<file path="src/rtl/binary_to_grey_if.sv">
// Signal bundle for the binary/Gray converter: request side (din/mode/in_valid)
// and registered result side (dout/out_valid/out_adj).
interface binary_to_grey_if #(
  parameter int WIDTH = 4
) ();
  // Valid-only handshake: there is no ready. Every cycle with in_valid high is
  // accepted, and exactly one out_valid cycle follows one clock later.
  logic [WIDTH-1:0] din;
  logic             in_valid;
  logic             mode;
  logic [WIDTH-1:0] dout;
  logic             out_valid;
  logic             out_adj;

  modport master (
    output din, in_valid, mode,
    input  dout, out_valid, out_adj
  );

  modport slave (
    input  din, in_valid, mode,
    output dout, out_valid, out_adj
  );
endinterface

</file>
<file path="src/rtl/binary_to_grey.sv">
// Registered binary<->Gray converter with 1-cycle latency and a
// single-bit-change (Gray adjacency) flag against the previous valid result.
module binary_to_grey #(
  parameter int WIDTH = 4
) (
  input  logic                 clk,
  input  logic                 rst_n,
  binary_to_grey_if.slave      bus
);

  logic [WIDTH-1:0] gray_val;
  logic [WIDTH-1:0] bin_val;
  logic [WIDTH-1:0] conv_val;
  logic [WIDTH-1:0] diff;
  logic [WIDTH-1:0] diff_m1;
  logic             one_bit_diff;

  logic [WIDTH-1:0] dout_q;
  logic             valid_q;
  logic             adj_q;
  logic             has_prev_q;

  always_comb begin
    gray_val = bus.din ^ (bus.din >> 1);
  end

  // Gray-to-binary is a prefix XOR running from the MSB down.
  always_comb begin
    bin_val            = '0;
    bin_val[WIDTH-1]   = bus.din[WIDTH-1];
    for (int i = WIDTH - 2; i >= 0; i--) begin
      bin_val[i] = bin_val[i+1] ^ bus.din[i];
    end
  end

  always_comb begin
    conv_val = bus.mode ? bin_val : gray_val;
  end

  // dout only ever changes on a valid edge, so it doubles as the history
  // register; has_prev distinguishes "no result yet" from a genuine zero.
  always_comb begin
    diff         = conv_val ^ dout_q;
    diff_m1      = diff - WIDTH'(1);
    one_bit_diff = (diff != '0) && ((diff & diff_m1) == '0);
  end

  always_ff @(posedge clk or negedge rst_n) begin
    if (!rst_n) begin
      dout_q     <= '0;
      valid_q    <= 1'b0;
      adj_q      <= 1'b0;
      has_prev_q <= 1'b0;
    end else if (bus.in_valid) begin
      dout_q     <= conv_val;
      valid_q    <= 1'b1;
      adj_q      <= has_prev_q && one_bit_diff;
      has_prev_q <= 1'b1;
    end else begin
      valid_q    <= 1'b0;
      adj_q      <= 1'b0;
    end
  end

  assign bus.dout      = dout_q;
  assign bus.out_valid = valid_q;
  assign bus.out_adj   = adj_q;

endmodule

</file>
<file path="src/flat_wrapper.sv">
// flat-port wrapper written by rule: the top's interface ports become plain ports
module binary_to_grey_flat 
#(
  parameter int WIDTH = 4
)
  (clk, rst_n, bus_din, bus_in_valid, bus_mode, bus_dout, bus_out_valid, bus_out_adj);
  binary_to_grey_if #(.WIDTH(WIDTH)) bus_i ();
  input  logic clk;
  input  logic rst_n;
  input wire logic [$bits(bus_i.din)-1:0] bus_din;
  input wire logic [$bits(bus_i.in_valid)-1:0] bus_in_valid;
  input wire logic [$bits(bus_i.mode)-1:0] bus_mode;
  output wire logic [$bits(bus_i.dout)-1:0] bus_dout;
  output wire logic [$bits(bus_i.out_valid)-1:0] bus_out_valid;
  output wire logic [$bits(bus_i.out_adj)-1:0] bus_out_adj;
  assign bus_i.din = bus_din;
  assign bus_i.in_valid = bus_in_valid;
  assign bus_i.mode = bus_mode;
  assign bus_dout = bus_i.dout;
  assign bus_out_valid = bus_i.out_valid;
  assign bus_out_adj = bus_i.out_adj;
  binary_to_grey #(.WIDTH(WIDTH)) u_core (.clk(clk), .rst_n(rst_n), .bus(bus_i));
endmodule
</file>
<file path="config.mk">
export PLATFORM = sky130hd
export DESIGN_NAME = binary_to_grey_flat
export DESIGN_NICKNAME = d
export VERILOG_FILES = /design/src/rtl/binary_to_grey_if.sv /design/src/rtl/binary_to_grey.sv /design/src/flat_wrapper.sv
export SDC_FILE = /design/constraint.sdc
export NUM_CORES = 1
export LEC_CHECK = 0
export ABC_AREA = 1
export CORE_AREA = 2 2 39 41
export DETAILED_ROUTE_END_ITERATION = 6
export DIE_AREA = 0 0 41 43
export PLACE_DENSITY = 0.61
export SYNTH_ARGS = -nofsm -noshare
export SYNTH_HDL_FRONTEND = slang
export SYNTH_SLANG_ARGS = --single-unit
</file>
<file path="constraint.sdc">
create_clock -name clk -period 1.7 [get_ports clk]
set_input_delay 0.425 -clock clk [delete_from_list [all_inputs] [get_ports clk]]
set_output_delay 0.425 -clock clk [all_outputs]
set_load 0.02 [all_outputs]
</file>
==> impl_metrics.py <==
metrics = {
    "outcome": {
        "status": "finished, final reports clean",
    },
    "floorplanning": {
        "io-pin-count": 14,
        "rows": 14,
        "design.core.area_sq_um": 1384,
        "initial_core_util_pct": 32.82,
        "design.die.area_sq_um": 1763,
        "dieWidth_microns": 41,
        "fp.dieH_microns": 43,
    },
    "timing": {
        "max_freq_mhz": 602.0,
        "min_period_ns": 1.661,
        "drv_slew": 0,
        "skew_ns": 0.001241,
        "tightest_slew_ns": 0.3350,
        "period_share_pct": 97.72,
        "relSlewSlack_pct": 77.60,
        "setup_viol": 0,
        "tns_ns": 0,
        "hold_violations": 0,
        "rsz0062_at_grt": "false",
    },
    "min_path": {
        "hold_path_class": "input pin to asynchronous set/reset pin",
    },
    "cells_and_area": {
        "num_antenna_cells": 0,
        "area_growth_syn_to_layout_pct": 48.21,
        "drive_gt1_share_pct": 22.99,
        "layout.nets": 96,
        "final_cell_mix": "nand2_1 (19), inv_1 (9), nand3_1 (9), clkdlybuf4s50_1 (9), nand2_2 (8)",
        "final_area_sq_um": 673.1,
        "final_util_pct": 48.64,
        "final_common_cell": "nand2_1",
    },
    "global_routing": {
        "grt_max_degree": 9,
        "grt_pass1_vias": 394,
        "track_usage_pct": 13.25,
        "gr-total-overflow": 0,
        "grt_pass1_wl_microns": 1538,
        "antenna_found_initial": 0,
    },
    "synth": {
        "yosysUniqueCellTypes": 14,
        "netlist_area_sq_um": 454.2,
        "seq_area_frac_synth_pct": 38.57,
        "ys.warnings.count": 0,
        "syn_inst": 65,
        "yosys.area.top_type_share_pct": 38.57,
        "synth.avg_cell_area_sq_um": 6.987,
        "synth_nets": 73,
        "ys_ff_latch": 7,
        "yosys.area.top_type": "dfrtp_1",
        "synth_area_leaders": "dfrtp_1 (39%), nand2_1 (17%), nand3_1 (9.9%)",
    },
    "clock_network": {
        "clk_path_buf_depth": 2,
        "insertion_delay_ns": 0.25,
        "cts_inserted_buffers": 3,
        "cts_root_buf": "clkbuf_4",
        "cts_tree": "yes",
        "path_clk_slew_ns": 0.05,
        "cts_setup_buffers": 0,
        "cts.sinks": 7,
        "cts-htree-levels": 1,
    },
    "worst_setup_path": {
        "path_class": "flip-flop to output port",
        "timing.critical_path.from": "u_core.bus.dout[2]",
        "cp-start-kind": "flip-flop",
        "cp_top_family": "buffers and inverters",
        "cp_cell_sequence": "clkdlybuf4s50_1",
        "cp_max_fo": 3,
        "required_ns": 1.27,
        "crit_path_end_kind": "output port",
        "crit_arrival_ns": 1.24,
        "cpPeakStageDelay_ns": 0.62,
        "slowest_stage": "clkdlybuf4s50_1",
        "path_buf_inv": 1,
        "r2r_start": "u_core.bus.dout[3]",
    },
    "drt": {
        "first_pass_iters": 2,
        "drc": 0,
        "viasPerCell": 4.456,
        "ant_nets": 0,
        "vias": 459,
        "totalWireLength_microns": 888,
        "wl_per_cell_microns": 8.621,
        "first_iter_violations": 5,
    },
    "place": {
        "hpwl_microns": 749.6,
        "portBuffers": 13,
        "gp_congestion": 0.7201,
        "dpl_cell_area_sq_um": 641.9,
    },
    "power": {
        "p_per_area_nw_per_um2": 771.5,
        "p_leak_nw": 0.3635,
        "ir_drop_v": 0.0003637,
        "finalPower_mw": 0.5194,
    },
    "run": {
        "drv_cap": 0,
    },
}
## routing by layer
layer  up-vias  track usage [%]  routed length (microns)
met5         -                0                        0
li1        247                -                        -
met2        12            18.44                      423
met1       200            17.43                      406
met3         0            8.377                       58
met4         0            2.000                        0
## sequential cells by signal, summed over array words and instances, names as in the netlist
signal and flops:
u_core.bus.dout 4, u_core.bus.out_adj 1, u_core.bus.out_valid 1, u_core.has_prev_q 1
## final cells by class
type	instances	area, sq um
Fill cell	158	710.7
Clock buffer	4	26.28
Sequential cell	7	175.2
Multi-Input combinational cell	48	244.0
Tap cell	16	20.02
Timing Repair Buffer	18	170.2
Inverter	10	37.54
## cells in the mapped netlist
library cell,n
a21oi_1,1
a21oi_2,1
dfrtp_1,7
inv_1,9
inv_2,1
nand2_1,20
nand2_2,7
nand3_1,9
nand3_2,1
nor2_1,1
o21ai_0,4
or2_1,1
or2_2,1
xor2_1,2
## kinds of logic after synthesis
logic type                count (synthesis)  synth area share (%)
AOI/OAI and AO/OA                         6                 7.437
xor gates and xnor gates                  2                 3.857
DFF                                       7                 38.57
buffers and inverters                    10                 8.263
and+or+nand+nor                          40                 41.87
## final timing paths
check | end | slack [ns] | cells past startpoint
max in group asynchronous | u_core.bus.dout[0] | 1.01 | 1
worst max register to register | u_core.bus.out_adj | 0.70 | 5
worst min-delay path | u_core.bus.dout[2] | 0.44 | 1
min in group clk | u_core.has_prev_q | 0.47 | 1
worst min register to register | u_core.has_prev_q | 0.47 | 1
worst max-delay path | bus_dout[2] | 0.04 | 1
## stage by stage
| step | hold WS (ns) | worst slack, ns | std cells |
|---|---|---|---|
| after floorplan | 0.1294 | 0.4668 | 65 |
| after global placement | 0.4555 | -0.1267 | 99 |
| after detailed placement | 0.4612 | -0.1388 | 99 |
| after CTS | 0.4504 | 0.01497 | 103 |
| after global routing | 0.4567 | 0.0007563 | 103 |
| final | 0.4413 | 0.03875 | 103 |
## report_power, final
group / switching (mW) / internal (mW)
sequential: 0.0118 / 0.181
clock: 0.0619 / 0.0896
combinational: 0.0945 / 0.0802
total: 0.168 / 0.351
## timing repair
action,CTS,global route
hold buffers,0,0
endpoints found under the hold margin,0,0
gates resized for setup,2,3
endpoints found under the setup margin,2,2
(Power assumes the default switching activity.)
